===== config.mk =====
export PLATFORM = sky130hd
export DESIGN_NAME = countdown_timer_flat
export DESIGN_NICKNAME = d
export VERILOG_FILES = /design/src/rtl/countdown_timer_pkg.sv /design/src/rtl/countdown_timer_if.sv /design/src/rtl/countdown_timer_prescaler.sv /design/src/rtl/countdown_timer.sv /design/src/flat_wrapper.sv
export SDC_FILE = /design/constraint.sdc
export NUM_CORES = 1
export LEC_CHECK = 0
export CAP_MARGIN = 25
export CORE_AREA = 3 3 40 42
export CTS_CLUSTER_DIAMETER = 150
export DETAILED_ROUTE_END_ITERATION = 8
export DIE_AREA = 0 0 43 45
export GPL_TIMING_DRIVEN = 1
export PLACE_DENSITY = 0.72
export SYNTH_ARGS = -nofsm -noshare
export SYNTH_HDL_FRONTEND = slang
export SYNTH_SLANG_ARGS = --single-unit

===== constraint.sdc =====
create_clock -name clk -period 4.3 [get_ports clk]
set_input_delay 0.645 -clock clk [delete_from_list [all_inputs] [get_ports clk]]
set_output_delay 0.645 -clock clk [all_outputs]
set_load 0.02 [all_outputs]

===== src/rtl/countdown_timer_pkg.sv =====
// Shared types for the countdown timer: FSM state encoding.
package countdown_pkg;

    typedef enum logic [1:0] {
        IDLE   = 2'd0,
        RUN    = 2'd1,
        PAUSED = 2'd2
    } state_e;

endpackage


===== src/rtl/countdown_timer_if.sv =====
// Load handshake, run controls and status of the countdown timer.
interface countdown_timer_if #(
    parameter int WIDTH = 4
);
    logic             load_valid;
    logic             load_ready;
    logic [WIDTH-1:0] load_value;
    logic             pause;
    logic             abort;
    logic [WIDTH-1:0] count;
    logic             busy;
    logic             done;

    modport master (
        output load_valid, load_value, pause, abort,
        input  load_ready, count, busy, done
    );

    modport slave (
        input  load_valid, load_value, pause, abort,
        output load_ready, count, busy, done
    );
endinterface


===== src/rtl/countdown_timer_prescaler.sv =====
// Divides enabled clk cycles by PRESCALE; tick marks the last cycle of each period.
module tick_prescaler #(
    parameter int PRESCALE = 1
) (
    input  logic clk,
    input  logic reset,
    input  logic en,
    input  logic clr,
    output logic tick
);
    localparam int CW = $clog2(PRESCALE) + 1;

    logic [CW-1:0] cnt_q, cnt_d;

    // With PRESCALE==1 the counter sits at 0, so tick degenerates to en.
    assign tick = en && (cnt_q == CW'(PRESCALE - 1));

    always_comb begin
        // NOTE: every always_comb output gets a default first so no path infers a latch.
        cnt_d = cnt_q;
        if (clr) begin
            cnt_d = '0;
        end else if (en) begin
            cnt_d = tick ? '0 : cnt_q + CW'(1);
        end
    end

    always_ff @(posedge clk) begin
        // NOTE: sequential state uses non-blocking assignments so all registers update together.
        if (reset) begin
            cnt_q <= '0;
        end else begin
            cnt_q <= cnt_d;
        end
    end
endmodule


===== src/rtl/countdown_timer.sv =====
// Loadable down-counting timer with pause/abort and a one-cycle done pulse.
// Define COUNTDOWN_AUTO_RELOAD_EN for periodic operation from a latched reload value.
module countdown_timer
    import countdown_pkg::*;
#(
    parameter int WIDTH    = 4,
    parameter int PRESCALE = 1
) (
    input  logic              clk,
    input  logic              reset,
    countdown_timer_if.slave  bus
);
    state_e           state_q, state_d;
    logic [WIDTH-1:0] count_q, count_d;
    logic             done_q, done_d;
    logic             accept;
    logic             presc_en;
    logic             tick;
`ifdef COUNTDOWN_AUTO_RELOAD_EN
    logic [WIDTH-1:0] reload_q, reload_d;
`endif

    assign accept   = bus.load_valid && (state_q == IDLE);
    // Abort outranks a coincident tick, so the prescaler does not fire on an abort cycle.
    assign presc_en = (state_q == RUN) && !bus.abort;

    tick_prescaler #(
        .PRESCALE (PRESCALE)
    ) u_prescaler (
        .clk   (clk),
        .reset (reset),
        .en    (presc_en),
        .clr   (accept),
        .tick  (tick)
    );

    always_comb begin
        state_d = state_q;
        count_d = count_q;
        done_d  = 1'b0;
`ifdef COUNTDOWN_AUTO_RELOAD_EN
        reload_d = reload_q;
`endif
        unique case (state_q)
            IDLE: begin
                if (accept) begin
                    count_d = bus.load_value;
`ifdef COUNTDOWN_AUTO_RELOAD_EN
                    reload_d = bus.load_value;
`endif
                    if (bus.load_value == '0) begin
                        done_d = 1'b1;
                    end else begin
                        state_d = RUN;
                    end
                end
            end
            RUN: begin
                if (bus.abort) begin
                    state_d = IDLE;
                end else begin
                    // A tick coinciding with pause is still taken; the freeze starts next cycle.
                    state_d = bus.pause ? PAUSED : RUN;
                    if (tick) begin
                        if (count_q == WIDTH'(1)) begin
                            done_d = 1'b1;
`ifdef COUNTDOWN_AUTO_RELOAD_EN
                            count_d = reload_q;
`else
                            count_d = '0;
                            state_d = IDLE;
`endif
                        end else begin
                            count_d = count_q - WIDTH'(1);
                        end
                    end
                end
            end
            PAUSED: begin
                if (bus.abort) begin
                    state_d = IDLE;
                end else if (!bus.pause) begin
                    state_d = RUN;
                end
            end
            default: state_d = IDLE;
        endcase
    end

    always_ff @(posedge clk) begin
        if (reset) begin
            state_q <= IDLE;
            count_q <= '0;
            done_q  <= 1'b0;
`ifdef COUNTDOWN_AUTO_RELOAD_EN
            reload_q <= '0;
`endif
        end else begin
            state_q <= state_d;
            count_q <= count_d;
            done_q  <= done_d;
`ifdef COUNTDOWN_AUTO_RELOAD_EN
            reload_q <= reload_d;
`endif
        end
    end

    assign bus.load_ready = (state_q == IDLE);
    assign bus.busy       = (state_q == RUN) || (state_q == PAUSED);
    assign bus.count      = count_q;
    assign bus.done       = done_q;
endmodule


===== src/flat_wrapper.sv =====
// flat-port wrapper written by rule: the top's interface ports become plain ports
module countdown_timer_flat import countdown_pkg::*;
#(
    parameter int WIDTH    = 4,
    parameter int PRESCALE = 1
)
  (clk, reset, bus_load_valid, bus_load_value, bus_pause, bus_abort, bus_load_ready, bus_count, bus_busy, bus_done);
  countdown_timer_if #(.WIDTH(WIDTH)) bus_i ();
  input  logic clk;
  input  logic reset;
  input wire logic [$bits(bus_i.load_valid)-1:0] bus_load_valid;
  input wire logic [$bits(bus_i.load_value)-1:0] bus_load_value;
  input wire logic [$bits(bus_i.pause)-1:0] bus_pause;
  input wire logic [$bits(bus_i.abort)-1:0] bus_abort;
  output wire logic [$bits(bus_i.load_ready)-1:0] bus_load_ready;
  output wire logic [$bits(bus_i.count)-1:0] bus_count;
  output wire logic [$bits(bus_i.busy)-1:0] bus_busy;
  output wire logic [$bits(bus_i.done)-1:0] bus_done;
  assign bus_i.load_valid = bus_load_valid;
  assign bus_i.load_value = bus_load_value;
  assign bus_i.pause = bus_pause;
  assign bus_i.abort = bus_abort;
  assign bus_load_ready = bus_i.load_ready;
  assign bus_count = bus_i.count;
  assign bus_busy = bus_i.busy;
  assign bus_done = bus_i.done;
  countdown_timer #(.WIDTH(WIDTH), .PRESCALE(PRESCALE)) u_core (.clk(clk), .reset(reset), .bus(bus_i));
endmodule

==> results of run 1 <==
[power breakdown]
part           leakage, nW  internal (W)  switching (W)
Combinational        0.197     0.0000706      0.0000713
Sequential          0.0656     0.0000850      0.0000110
Clock               0.0138     0.0000321      0.0000274
[routing by layer]
layer	vias to the layer above	wire length (µm)	global-route usage, %	share of wire, %
met5	-	0	0	0
met3	4	98	2.79	7.8
met4	0	14	9.04	1.1
met1	236	600	16.1	48
met2	21	548	21.9	43
li1	263	-	-	-
[cell type report]
cell class / instances / share of cell area, %
multi-input cells: 46 / 48.8
inverters: 6 / 3.08
repair buffers: 15 / 20.5
flip-flops and latches: 8 / 21.9
well taps: 15 / 2.57
clock buffers: 3 / 3.08
[registers in the layout (all words and copies together), names as in the netlist]
name,flops
u_core.bus.count,4
u_core.u_prescaler.cnt_q,1
u_core.state_q,2
u_core.bus.done,1
[cells in the mapped netlist (all sizes together)]
| cell type | instances |
|---|---|
| o21a | 2 |
| clkbuf | 1 |
| o21ai | 1 |
| a21o | 1 |
| a2111oi | 1 |
| buf | 2 |
| mux2i | 2 |
| nand4b | 2 |
| inv | 6 |
| o31ai | 1 |
| or3 | 1 |
| nor4b | 2 |
| nand2b | 3 |
| nor2 | 6 |
| nor3 | 1 |
| ha | 6 |
| nand2 | 1 |
| a221oi | 1 |
| nor4 | 1 |
| o311ai | 1 |
| dfxtp | 8 |
| a211o | 1 |
| a32oi | 1 |
| a21oi | 3 |
| a211oi | 3 |
| nor2b | 5 |
[tightest hold or removal path, stage by stage (launching register included)]
cell       delay, ns
dfxtp_1         0.32
inv_1           0.05
a2111oi_0       0.04
[how the worst max path moves through the flow]
| stage | end | slack [ns] | cells past startpoint | start |
|---|---|---|---|---|
| finish | bus_load_ready | 2.01 | 3 | u_core.state_q[0] |
| global route | bus_load_ready | 1.97 | 3 | u_core.state_q[0] |
| CTS | bus_load_ready | 2.02 | 3 | u_core.state_q[0] |
| detailed placement | u_core.bus.count[3] | 2.14 | 5 | bus_abort |
| global placement | u_core.bus.count[3] | 2.14 | 5 | bus_abort |
| floorplan | u_core.bus.count[3] | 2.50 | 7 | u_core.state_q[0] |
[through the flow]
step           instance area (µm²)  setup slack [ns]  util [%]  total power, W  std cells
6_report                       731              2.01      56.9        0.000297         93
5_1_grt                        731              1.97      56.9        0.000316         93
4_1_cts                        731              2.02      56.9        0.000301         93
3_5_place_dp                   708              2.14      55.1        0.000239         90
3_3_place_gp                   708              2.14      55.1        0.000238         90
2_1_floorplan                  558              2.50         -        0.000197         63
[logic make-up (layout without fill, tap and decap cells)]
logic type	Yosys count	in the layout
muxes	2	2
buffers and inverters	9	24
DFF	8	8
AOI/OAI and AO/OA	16	16
and+or+nand+nor	22	22
adders and majority gates	6	6
==> reports/qor.yml, run 1 <==
routing:
  routed_wl_um: 1260
  wl_per_cell_um: 13.5
  viasPerCell: 5.63
  detail_route.first_pass.iterations: 4
  drtIter0Drc: 10
  vias: 524
  antenna_left: 0
  drc_errors: 0
grt:
  antenna_found_initial: 0
  grt.overflow.total: 0
  grt_pass1_vias: 484
  grt_max_degree: 13
  grt_usage_pct: 13.5
  grt_pass1_wl_um: 1940
critical_path:
  timing.rr.end: "u_core.state_q[0]"
  max_stage_delay_ns: 0.66
  endpoint_kind: "output port"
  ff2ff_path_depth: 6
  reg2reg_slack_ns: 2.47
  worst_setup_path_start_kind: "register"
  cp_cell_sequence: "inv_1 -> ha_1 -> clkdlybuf4s50_1"
  critPathKind: "reg -> out"
  crit_required_ns: 3.65
  path_delay_family: "buffers and inverters"
  critPathSlowestCell: "clkdlybuf4s50_1"
  cp_max_fo: 7
  critPathBufInv: 2
  timing.rr.start: "u_core.state_q[0]"
  cp.arrival_ns: 1.65
synth:
  synth_area_um2: 558
  synth_cell_type_count: 29
  synth_warnings: 0
  synth_mux_area_share_pct: 3.59
  synth_nets: 78
  yosysTopAreaCell: "dfxtp_1"
  synth_simple_gate_area_share_pct: 25.3
  avgSynthCellArea_um2: 8.86
  synthXorXnorAreaFrac_pct: 0
  synth_cells: 63
  ys_ff_latch: 8
  synth_area_leaders: "dfxtp_1, ha_1, nor2b_1"
  synth_top_family_by_area: "simple AND/OR/NAND/NOR gates"
  synthAdderAreaFrac_pct: 13.5
  synth_compound_area_share_pct: 21.5
  synth_top_area_share_pct: 28.7
  synth_seq_area_share_pct: 28.7
power_and_ir_drop:
  powerDensity_mw_per_mm2: 407
  max-vdd-ir-drop_uv: 213
  leakagePower_nw: 0.277
job:
  maxCapViolations: 0
hold_path:
  min_delay_worst_endpoint: "u_core.u_prescaler.cnt_q"
  min_path_type: "reg -> reg"
  hp-start: "u_core.u_prescaler.cnt_q"
  whs_path_depth: 2
floorplan:
  die_h_um: 45
  pin_count: 16
  core_mm2: 0.00128
  fp.dieArea_mm2: 0.00194
  die_w_um: 43
  rows: 13
  initial_core_util_pct: 43.4
finish:
  area_growth_syn_to_layout_pct: 30.9
  layout-drive-gt1-share_pct: 7.69
  n_antenna_cell: 0
  final_cell_mix: "clkdlybuf4s50_1, dfxtp_1, inv_1, nor2_1, ha_1"
  seq_area_um2: 160
  final_common_cell: "clkdlybuf4s50_1"
  fillCellCount: 118
  nNetsFinal: 95
  multi_input_area_um2: 357
clock_tree:
  clock_latency_ns: 0.26
  cts_buffer_depth: 2
  postCtsHoldBufs: 0
  cts.reportedPaths.clkPinSlew_ns: 0.06
  cts_tree: "built"
  cts.sinks: 8
  cts_root_buf: "clkbuf_4"
  cts_setup_buffers: 0
  cts_made_buffers: 3
  ctsResizeCount: 0
  h-tree-depth: 1
sta:
  rsz0062_at_grt: "false"
  setup_viol: 0
  worst_hold_slack_ns: 0.463
  worstMarginPinSlew_ns: 0.533
  finalHoldViolCount: 0
  fin_worst_skew_ns: 0.00640
  relSlewSlack_pct: 63.9
  setup_tns_ns: 0
  min_period_ns: 2.29
  period_share_pct: 53.3
  slew_violations: 0
  timing.fmax_mhz: 436
run_status:
  status: "finished, final reports clean"
placement:
  hpwl_um: 937
  io_buffers: 15
  routabilityCongestion: 0.692
No activity file was read; power rests on OpenSTA's default activity.
==> run 2, diff against run 1 <==
CORE_AREA = unset   (was 3 3 40 42)
CORE_MARGIN = 3   (was unset)
CORE_UTILIZATION = 40   (was unset)
DIE_AREA = unset   (was 0 0 43 45)
clock period = 1.9 ns   (was 4.3 ns; I/O delays follow)
==> run 2 against run 1 <==
Compared with the run above: register-to-register slack lost 2.3 ns; highest routed layer unchanged; die area shrank 2.9%; non-clock buffer count grew 2; worst setup slack lost 1.9 ns; sequential power grew 130%; cell count grew 1.1%.
==> reports/qor.yml, run 2 (synthesis gave the netlist of run 1 again) <==
run_status:
  status: "finished, final reports clean"
power_and_ir_drop:
  leakagePower_nw: 0.303
  powerDensity_mw_per_mm2: 893
  max-vdd-ir-drop_uv: 381
sta:
  period_share_pct: 92.9
  min_period_ns: 1.77
  fin_worst_skew_ns: 0.0114
  setup_viol: 0
  rsz0062_at_grt: "false"
  worstMarginPinSlew_ns: 0.572
  setup_tns_ns: 0
  slew_violations: 0
  finalHoldViolCount: 0
  timing.fmax_mhz: 567
  worst_hold_slack_ns: 0.460
  relSlewSlack_pct: 61.5
grt:
  antenna_found_initial: 0
  grt_pass1_vias: 450
  grt_pass1_wl_um: 1930
  grt_max_degree: 11
  grt_usage_pct: 13.9
  grt.overflow.total: 0
placement:
  io_buffers: 15
  dp.cells: 91
  hpwl_um: 944
  routabilityCongestion: 0.706
clock_tree:
  cts_tree: "built"
  cts_made_buffers: 3
  cts.sinks: 8
  h-tree-depth: 1
  cts_setup_buffers: 0
  cts_buffer_depth: 2
  cts_root_buf: "clkbuf_4"
  cts.reportedPaths.clkPinSlew_ns: 0.06
  clock_latency_ns: 0.25
critical_path:
  cp_max_fo: 3
  worst_setup_path_start_kind: "register"
  critPathKind: "reg -> reg"
  timing.rr.start: "u_core.bus.count[1]"
  timing.rr.end: "u_core.state_q[0]"
  endpoint_kind: "register"
  reg2reg_slack_ns: 0.13
  ff2ff_path_depth: 6
  cp.arrival_ns: 1.88
  crit_required_ns: 2.01
routing:
  wl_per_cell_um: 12.7
  viasPerCell: 5.60
  routed_wl_um: 1190
  antenna_left: 0
  detail_route.first_pass.iterations: 4
  drc_errors: 0
  drtIter0Drc: 16
  vias: 526
finish:
  layout-drive-gt1-share_pct: 11.3
  largest_register_ffs: 4
  n_antenna_cell: 0
  final_common_cell: "clkdlybuf4s50_1"
  nNetsFinal: 97
  final_cell_mix: "clkdlybuf4s50_1, dfxtp_1, inv_1, nor2_1, ha_1"
  area_growth_syn_to_layout_pct: 34.8
  stdcell_count: 94
floorplan:
  die_h_um: 43.4
  fp.dieArea_mm2: 0.00188
  rows: 12
  core_mm2: 0.00120
  pin_count: 16
  initial_core_util_pct: 46.5
  die_w_um: 43.4
job:
  maxCapViolations: 0
hold_path:
  hp-start: "u_core.u_prescaler.cnt_q"
  min_path_type: "reg -> reg"
  min_delay_worst_endpoint: "u_core.u_prescaler.cnt_q"
  whs_path_depth: 2
run 2: changes by cell type in the layout (fill, tap and decap cells not counted), sizes merged:
cell	change
buf	+2
clkdlybuf4s50	-2
dlygate4sd2	+1
dlymetal6s2s	+1
run 2: worst max-delay path: stages, from the launching register on:
cell	delay, ns
dfxtp_1	0.32
inv_1	0.10
ha_1	0.20
nor4b_1	0.48
nor4b_1	0.10
o311ai_0	0.30
o31ai_1	0.13
run 2: per-stage QoR:
step                utilization [%]  area, µm²  power [W]  setup slack [ns]
CTS                            61.9        743   0.000675            0.0292
global route                   62.6        752   0.000722            0.0320
global placement               60.1        722   0.000543             0.141
floorplan                         -        558   0.000445            0.0990
detailed placement             60.1        722   0.000546            0.0285
finish                         62.6        752   0.000671             0.135
run 2: layout make-up:
cell class              instances  area [µm²]
repair buffers                 17         166
well taps                      14        17.5
clock buffers                   3        22.5
fillers                       108         449
inverters                       6        22.5
multi-input cells              46         363
flip-flops and latches          8         160
run 2: worst max path at each step:
stage,startpoint,endpoint,slack (ns),cells after the start
3_3_place_gp,bus_abort,u_core.bus.count[3],0.14,5
6_report,u_core.bus.count[1],u_core.state_q[0],0.13,6
2_1_floorplan,u_core.state_q[0],u_core.bus.count[3],0.1,7
3_5_place_dp,bus_load_value[0],u_core.state_q[0],0.03,5
5_1_grt,u_core.state_q[0],u_core.bus.count[0],0.03,6
4_1_cts,u_core.state_q[1],bus_busy,0.03,3
run 2: per-layer routing:
metal	vias up	wire, µm	global-route usage [%]
met5	-	0	0
met4	0	8	9.04
met3	2	109	5.39
met2	24	542	20.1
met1	239	531	17.0
li1	261	-	-
run 2: power by group:
| part | total [W] | switching [W] | internal (W) |
|---|---|---|---|
| clock | 0.000129 | 0.0000564 | 0.0000722 |
| sequential | 0.000218 | 0.0000250 | 0.000193 |
| combinational | 0.000325 | 0.000163 | 0.000162 |
run 2: repair_timing:
action / CTS / global route
gates resized for setup: 1 / 2
endpoints found under the setup margin: 1 / 2
pin swaps: 0 / 0
hold buffers: 0 / 0
==> run 3, diff against run 2 <==
CTS_CLUSTER_DIAMETER = 40   (was 150)
==> results of run 3 <==
The final DEF is identical to that of run 2; final timing and power are the same.
